$ cat src/rtl/genie_pipe_pkg.sv
// genie_pipe_pkg: sizing helpers shared by the GENIE pipe blocks.
package genie_pipe_pkg;

    function automatic int ptr_w(input int depth);
        return $clog2(depth) + 1;
    endfunction

    function automatic bit is_pow2(input int n);
        return (n > 0) && ((n & (n - 1)) == 0);
    endfunction

endpackage

$ cat src/rtl/genie_pipe_fifo_mem.sv
// genie_pipe_fifo_mem: WIDTH x DEPTH array, sync write, async read.
module genie_pipe_fifo_mem #(
    parameter int WIDTH = 1,
    parameter int DEPTH = 4,
    parameter int MLAB  = 0
) (
    input  logic                     i_clk,
    input  logic                     i_we,
    input  logic [$clog2(DEPTH)-1:0] i_waddr,
    input  logic [WIDTH-1:0]         i_wdata,
    input  logic [$clog2(DEPTH)-1:0] i_raddr,
    output logic [WIDTH-1:0]         o_rdata
);

    generate
        if (MLAB != 0) begin : g_mlab
            (* ramstyle = "no_rw_check,MLAB" *)
            logic [WIDTH-1:0] mem [DEPTH];

            always_ff @(posedge i_clk) begin
                if (i_we) mem[i_waddr] <= i_wdata;
            end

            assign o_rdata = mem[i_raddr];
        end else begin : g_reg
            logic [WIDTH-1:0] mem [DEPTH];

            always_ff @(posedge i_clk) begin
                if (i_we) mem[i_waddr] <= i_wdata;
            end

            assign o_rdata = mem[i_raddr];
        end
    endgenerate

endmodule

$ cat src/rtl/genie_pipe_fifo.sv
// genie_pipe_fifo: FWFT valid/ready FIFO with count, almost-full, flush.
// High-water mark register enabled by GENIE_PIPE_FIFO_STATS_EN.
module genie_pipe_fifo
    import genie_pipe_pkg::*;
#(
    parameter int WIDTH        = 1,
    parameter int DEPTH        = 4,
    parameter int AFULL_THRESH = DEPTH - 1,
    parameter int MLAB         = 0
) (
    input  logic                   i_clk,
    input  logic                   i_reset,
    input  logic                   i_flush,
    input  logic [WIDTH-1:0]       i_data,
    input  logic                   i_valid,
    output logic                   o_ready,
    output logic [WIDTH-1:0]       o_data,
    output logic                   o_valid,
    input  logic                   i_ready,
    output logic [$clog2(DEPTH):0] o_count,
    output logic                   o_almost_full,
    output logic [$clog2(DEPTH):0] o_max_count
);

    localparam int AW = $clog2(DEPTH);
    localparam int PW = ptr_w(DEPTH);
    localparam logic [PW-1:0] AF = PW'(AFULL_THRESH);

    generate
        if (!is_pow2(DEPTH) || DEPTH < 2) begin : g_bad_depth
            $error("genie_pipe_fifo: DEPTH must be a power of two >= 2");
        end
        if (AFULL_THRESH < 1 || AFULL_THRESH > DEPTH) begin : g_bad_thresh
            $error("genie_pipe_fifo: AFULL_THRESH must be in 1..DEPTH");
        end
    endgenerate

    logic [PW-1:0] wrptr, rdptr;
    logic [PW-1:0] wr_next, rd_next;
    logic          empty, full, push, pop;

    assign empty = (wrptr == rdptr);
    assign full  = (wrptr[AW-1:0] == rdptr[AW-1:0]) &&
                   (wrptr[AW] != rdptr[AW]);

    assign o_ready       = !full && !i_flush && !i_reset;
    assign o_valid       = !empty;
    assign o_count       = wrptr - rdptr;
    assign o_almost_full = (o_count >= AF);

    assign push = i_valid && o_ready;
    // A flush voids any pop offered in the same cycle.
    assign pop  = o_valid && i_ready && !i_flush;

    always_comb begin
        wr_next = wrptr;
        rd_next = rdptr;
        if (i_reset) begin
            wr_next = '0;
            rd_next = '0;
        end else if (i_flush) begin
            rd_next = wrptr;
        end else begin
            if (push) wr_next = wrptr + 1'b1;
            if (pop)  rd_next = rdptr + 1'b1;
        end
    end

    always_ff @(posedge i_clk) begin
        wrptr <= wr_next;
        rdptr <= rd_next;
    end

    genie_pipe_fifo_mem #(
        .WIDTH (WIDTH),
        .DEPTH (DEPTH),
        .MLAB  (MLAB)
    ) u_mem (
        .i_clk   (i_clk),
        .i_we    (push),
        .i_waddr (wrptr[AW-1:0]),
        .i_wdata (i_data),
        .i_raddr (rdptr[AW-1:0]),
        .o_rdata (o_data)
    );

`ifdef GENIE_PIPE_FIFO_STATS_EN
    logic [PW-1:0] count_next;
    logic [PW-1:0] max_q;

    assign count_next = wr_next - rd_next;

    always_ff @(posedge i_clk) begin
        if (i_reset) begin
            max_q <= '0;
        end else if (count_next > max_q) begin
            max_q <= count_next;
        end
    end

    assign o_max_count = max_q;
`else
    assign o_max_count = '0;
`endif

endmodule
$ cat config.mk
export PLATFORM = sky130hd
export DESIGN_NAME = genie_pipe_fifo
export DESIGN_NICKNAME = d
export VERILOG_FILES = /design/src/rtl/genie_pipe_pkg.sv /design/src/rtl/genie_pipe_fifo_mem.sv /design/src/rtl/genie_pipe_fifo.sv
export SDC_FILE = /design/constraint.sdc
export NUM_CORES = 1
export LEC_CHECK = 0
export BUFFER_PORTS_ARGS = -buffer_cell sky130_fd_sc_hd__buf_2
export CAP_MARGIN = 20
export CORE_MARGIN = 10
export CORE_UTILIZATION = 53
export CTS_BUF_LIST = sky130_fd_sc_hd__clkbuf_8
export DETAILED_ROUTE_END_ITERATION = 12
export PLACE_DENSITY = 0.78
export SLEW_MARGIN = 20
export SYNTH_ARGS = -nofsm -noshare
export SYNTH_HDL_FRONTEND = slang
export SYNTH_SLANG_ARGS = --single-unit
$ cat constraint.sdc
create_clock -name i_clk -period 2.3 [get_ports i_clk]
set_input_delay 0.115 -clock i_clk [delete_from_list [all_inputs] [get_ports i_clk]]
set_output_delay 0.115 -clock i_clk [all_outputs]
set_load 0.1 [all_outputs]
==> results of run 1 <==
final timing paths:
check,slack (ns),from,cells after the start,to
setup / recovery,0.21,wrptr[0],7,o_almost_full
hold / removal,0.10,i_data,1,u_mem.g_reg.mem[0]
setup reg to reg,0.49,wrptr[0],5,wrptr[1]
hold reg to reg,0.54,rdptr[2],2,rdptr[2]
per-layer routing:
layer	track usage (%)	share of wire [%]	vias to the layer above
li1	-	-	277
met1	9.61	42	268
met2	15.8	51	12
met3	4.42	5.6	2
met4	3.02	0.70	0
met5	0	0	-
cell usage after synthesis, drive strengths merged, types with 2 or more instances:
master   count  area share, %
mux2i        2            2.7
dfxtp        8             22
o2111ai      2            2.4
nand2        3            1.5
ha           7             12
and2         3            2.5
a21oi        3            2.0
inv          7            3.6
nand3        2            1.4
nor2         3            1.5
buf          3            3.1
xnor2        2            2.4
edfxtp       4             16
power groups by stage:
stage	sequential, mW	combinational (mW)	clock [mW]
after floorplan	0.247	0.350	0
after global placement	0.251	0.388	0
after detailed placement	0.252	0.394	0
after CTS	0.247	0.394	0.197
after global routing	0.249	0.410	0.204
final	0.247	0.393	0.190
cells by family after synthesis:
group,count (synthesis)
XOR/XNOR,3
buffers and inverters,11
flip-flops,12
multiplexers,4
other,1
adder cells (fa/ha/maj),8
AO/OA/AOI/OAI,14
AND/OR/NAND/NOR,19
per-stage QoR:
stage | power [mW] | area, um2
2_1_floorplan | 0.597 | 767
3_3_place_gp | 0.638 | 820
3_5_place_dp | 0.646 | 820
4_1_cts | 0.839 | 865
5_1_grt | 0.864 | 865
6_report | 0.830 | 865
area by class of cell:
class	instances	area, um2
sequential	12	280
clock buffer	3	41.3
clock inverter	1	3.75
inverter	7	26.3
timing repair buffer	12	60.1
fill	118	437
multi-input combinational	51	434
tap	15	18.8
worst reg2reg max path: cells and delay by family (launching register included):
kind                     cells  cell delay (ns)
AO/OA/AOI/OAI                1             0.26
multiplexers                 1             0.35
flip-flops                   1             0.42
buffers and inverters        1             0.11
AND/OR/NAND/NOR              1             0.18
adder cells (fa/ha/maj)      1             0.38
==> impl_metrics.py, run 1 <==
metrics = {
    "outcome": {
        "status": "finished, final reports clean",
    },
    "timing": {
        "hold_viol": 0,
        "final.setup.worst_slack_ns": 0.210,
        "maxSlewHeadroom_pct": 63.9,
        "final_max_slew_viol_count": 0,
        "setup_viol_count_final": 0,
        "finalCritPeriodShare_pct": 90.8,
        "final.setup.tns_ns": 0,
        "worstMarginPinSlew_ns": 0.540,
        "period_minus_slack_ns": 2.09,
        "skew_ns": 0.000716,
        "max_clock_freq_ghz": 0.479,
        "whs_ns": 0.100,
        "rsz0062_at_grt": "false",
    },
    "grt": {
        "grt_max_degree": 13,
        "grtUsageTotal_pct": 9.20,
        "grt_pass1_vias": 576,
        "grt_pass1_wl_um": 2450,
        "grt_overflow": 0,
        "antenna_found_initial": 0,
    },
    "yosys": {
        "syn-cell-area_um2": 737,
        "synth.area.mux_share_pct": 7.30,
        "synthXorXnorAreaFrac_pct": 3.57,
        "yosysWarnings": 0,
        "ys_ff_latch": 12,
        "synthSimpleGateAreaFrac_pct": 14.8,
        "synth_fa_ha_area_share_pct": 14.6,
        "synth_edf_count": 4,
        "ys_types": 36,
        "syn_inst": 72,
        "ys_seq_area_share_pct": 38.0,
        "synth_compound_area_share_pct": 14.1,
        "synthArstFlopShare_pct": 0,
        "synth_top_family_by_area": "simple AND/OR/NAND/NOR gates",
        "syn_avg_cell_area_um2": 10.2,
        "synthFlopType": "dfxtp_1",
    },
    "clock_tree": {
        "htreeDepth": 1,
        "numClockSinks": 12,
        "clk_latency_ns": 0.24,
        "cts_resized": 0,
        "clockBufferDepth": 2,
        "cts_tree": "built",
        "postCtsHoldBufs": 0,
        "clk_pin_slew_ns": 0.05,
        "cts-buffers-inserted": 3,
        "clockRootBuffer": "clkbuf_8",
        "post_cts_buffers": 0,
    },
    "place": {
        "placedCellCount": 97,
        "dp_slack_ns": 0.463,
        "gp_congestion": 0.786,
        "hpwl_um": 1190,
        "port_buffers": 12,
    },
    "worst_setup_path": {
        "critPathBufInv": 3,
        "critPathMaxFanout": 6,
        "crit_type": "reg2out",
        "start_kind": "flip-flop",
        "cp_common_cell": "inv_1",
        "required_ns": 2.18,
        "slowest_delay_ns": 0.41,
        "arrival_ns": 1.97,
        "slowest_stage": "buf_2",
        "cp_top_family": "buffers and inverters",
        "cp_cell_sequence": "inv_1, ha_1, inv_1, fa_2, xnor2_4, a21o_2, buf_2",
        "endpoint_kind": "primary output",
    },
    "final_layout": {
        "syn2layout_area_growth_pct": 17.3,
        "fin_util_pct": 66.4,
        "drive_above_1_share_pct": 25.6,
        "layout_commonest_cell": "buf_2",
        "final_cells": 101,
        "num_antenna_cells": 0,
        "final_cell_mix": "buf_2 (12), dfxtp_1 (8), inv_1 (7), ha_1 (7), edfxtp_1 (4)",
        "nets": 101,
    },
    "floorplanning": {
        "placementRows": 13,
        "die_area_um2": 3280,
        "initial_utilization_pct": 56.6,
        "core-area_um2": 1300,
        "die_h_um": 57.3,
        "ios": 16,
        "die_w_um": 57.3,
    },
    "power_and_ir_drop": {
        "swShare_pct": 48.6,
        "clockPowerShare_pct": 22.9,
        "p_per_area_nw_per_um2": 960,
        "p_comb_share_pct": 47.3,
        "p_sw_mw": 0.404,
        "ir_drop_mv": 0.476,
        "p_leak_nw": 0.413,
        "internal_power_mw": 0.426,
        "seqPwrFrac_pct": 29.8,
    },
    "route": {
        "dr_total_vias": 559,
        "first_pass_iters": 4,
        "via_per_inst": 5.53,
        "drtIter0Drc": 7,
        "ant_nets": 0,
        "wl_per_cell_um": 14.1,
        "wirelength_um": 1430,
        "route.detailed.drc": 0,
    },
    "worst_hold_path": {
        "hp-class": "in2reg",
    },
    "flow_run": {
        "max-cap-violations": 0,
    },
}
No activity file was read; power rests on OpenSTA's default activity.
==> inputs of run 2 (changes only) <==
--- a/config.mk
+++ b/config.mk
@@ -8,10 +8,10 @@
 export BUFFER_PORTS_ARGS = -buffer_cell sky130_fd_sc_hd__buf_2
 export CAP_MARGIN = 20
 export CORE_MARGIN = 10
-export CORE_UTILIZATION = 53
+export CORE_UTILIZATION = 54
 export CTS_BUF_LIST = sky130_fd_sc_hd__clkbuf_8
 export DETAILED_ROUTE_END_ITERATION = 12
-export PLACE_DENSITY = 0.78
+export PLACE_DENSITY = 0.79
 export SLEW_MARGIN = 20
 export SYNTH_ARGS = -nofsm -noshare
 export SYNTH_HDL_FRONTEND = slang
==> run 2 against run 1 <==
  * Sequential power about the same
  * Clock power is essentially flat
  * Worst setup slack worse by 0.017 ns
  * Total power grew 0.38%
  * Hold slack got worse by 0.0044 ns
  * Global-route usage up 0.21 points
  * Critical path depth unchanged
  * Maximum frequency is 0.80% lower
  * Flip-flop and latch count unchanged
  * First-iteration DRC count rose to 5.3 times the previous value
  * Sequential share of layout area stayed put
  * Via count grew 4.5%
  * Critical path type unchanged
  * Critical endpoint unchanged
  * Largest cell class unchanged
==> impl_metrics.py, run 2 (synthesis results as in run 1) <==
metrics = {
    "clock_tree": {
        "clk_pin_slew_ns": 0.05,
        "post_cts_buffers": 0,
        "cts-buffers-inserted": 3,
        "cts_resized": 0,
        "numClockSinks": 12,
        "postCtsHoldBufs": 0,
        "htreeDepth": 1,
        "clockRootBuffer": "clkbuf_8",
        "clk_latency_ns": 0.24,
        "clockBufferDepth": 2,
        "cts_tree": "built",
    },
    "final_layout": {
        "final_cell_mix": "buf_2 (12), dfxtp_1 (8), inv_1 (7), ha_1 (7), edfxtp_1 (4)",
        "nets": 101,
        "fill_cells": 111,
        "fin_util_pct": 66.4,
        "num_antenna_cells": 0,
        "drive_above_1_share_pct": 25.6,
        "syn2layout_area_growth_pct": 17.3,
        "layout_commonest_cell": "buf_2",
    },
    "route": {
        "route.detailed.drc": 0,
        "dr_total_vias": 584,
        "wl_per_cell_um": 15.2,
        "ant_nets": 0,
        "drtIter0Drc": 37,
        "via_per_inst": 5.78,
        "wirelength_um": 1530,
        "first_pass_iters": 4,
    },
    "timing": {
        "finalCritPeriodShare_pct": 91.6,
        "hold_viol": 0,
        "maxSlewHeadroom_pct": 61.6,
        "worstMarginPinSlew_ns": 0.574,
        "final.setup.tns_ns": 0,
        "setup_viol_count_final": 0,
        "skew_ns": 0.000543,
        "final_max_slew_viol_count": 0,
        "max_clock_freq_ghz": 0.475,
        "period_minus_slack_ns": 2.11,
        "rsz0062_at_grt": "false",
    },
    "power_and_ir_drop": {
        "p_leak_nw": 0.413,
        "p_comb_share_pct": 47.2,
        "swShare_pct": 48.8,
        "seqPwrFrac_pct": 29.7,
        "ir_drop_mv": 0.484,
        "internal_power_mw": 0.426,
        "p_per_area_nw_per_um2": 964,
        "p_sw_mw": 0.407,
        "clockPowerShare_pct": 23.1,
    },
    "floorplanning": {
        "placementRows": 13,
        "core-area_um2": 1300,
        "initial_utilization_pct": 56.6,
        "ios": 16,
        "die_area_um2": 3240,
        "die_h_um": 56.9,
        "die_w_um": 56.9,
    },
    "worst_setup_path": {
        "arrival_ns": 1.99,
        "endpoint_kind": "primary output",
        "cp-startpoint": "wrptr[0]",
        "slowest_stage": "buf_2",
        "slowest_delay_ns": 0.41,
        "crit_type": "reg2out",
        "cp_cell_sequence": "inv_1, ha_1, inv_1, fa_2, xnor2_4, a21o_2, buf_2",
        "critPathMaxFanout": 6,
        "cp_common_cell": "inv_1",
        "required_ns": 2.18,
        "rr_startpoint": "wrptr[0]",
        "start_kind": "flip-flop",
    },
    "grt": {
        "grtUsageTotal_pct": 9.42,
        "grt_pass1_vias": 591,
        "antenna_found_initial": 0,
        "grt_max_degree": 13,
        "grt_pass1_wl_um": 2500,
        "grt_overflow": 0,
    },
    "place": {
        "gp_congestion": 0.778,
        "hpwl_um": 1240,
        "port_buffers": 12,
    },
    "worst_hold_path": {
        "hp-class": "in2reg",
        "min_from": "i_data",
    },
    "flow_run": {
        "max-cap-violations": 0,
    },
    "outcome": {
        "status": "finished, final reports clean",
    },
}
run 2: cell counts in the layout (fill, tap and decap cells not counted):
Identical to the previous run, type by type.
run 2: final cells by class:
cell class | count | area, um2 | share of cell area (%)
Tap cell | 15 | 18.8 | 2.17
Inverter | 7 | 26.3 | 3.04
Clock buffer | 3 | 41.3 | 4.78
Multi-Input combinational cell | 51 | 434 | 50.2
Clock inverter | 1 | 3.75 | 0.434
Timing Repair Buffer | 12 | 60.1 | 6.95
Sequential cell | 12 | 280 | 32.4
run 2: per-stage QoR:
stage | setup WS [ns] | total power [mW] | area [um2] | instances | hold WS, ns
detailed placement | 0.452 | 0.647 | 820 | 97 | 0.344
global route | 0.0969 | 0.867 | 865 | 101 | 0.0999
global placement | 0.500 | 0.638 | 820 | 97 | 0.335
floorplan | 0.0687 | 0.597 | 767 | 74 | 0.184
CTS | 0.192 | 0.840 | 865 | 101 | 0.0940
finish | 0.194 | 0.833 | 865 | 101 | 0.0960
run 2: path summary, 6_finish.rpt:
check             slack (ns)  cells past startpoint            endpoint
hold / removal           0.1                      1  u_mem.g_reg.mem[1]
hold reg to reg         0.54                      2            rdptr[2]
setup reg to reg        0.50                      5            wrptr[1]
setup / recovery        0.19                      7       o_almost_full
run 2: layer usage:
metal | vias up | GRT usage, % | wire length (um)
met4 | 0 | 3.69 | 22
met2 | 25 | 16.6 | 803
li1 | 277 | - | -
met5 | - | 0 | 0
met3 | 4 | 4.42 | 107
met1 | 278 | 9.33 | 600
run 2: worst max-delay path, delay by kind of cell, from the launching register on:
family,cells,cell delay [ns]
AOI/OAI and AO/OA,1,0.10
xor gates and xnor gates,1,0.17
adders and majority gates,2,0.53
buffers and inverters,3,0.59
DFF,1,0.36
run 2: power groups by stage:
stage | logic [mW] | registers (mW) | clock network (mW)
2_1_floorplan | 0.350 | 0.247 | 0
3_3_place_gp | 0.388 | 0.251 | 0
3_5_place_dp | 0.395 | 0.252 | 0
4_1_cts | 0.395 | 0.248 | 0.197
5_1_grt | 0.410 | 0.249 | 0.208
6_report | 0.393 | 0.248 | 0.192
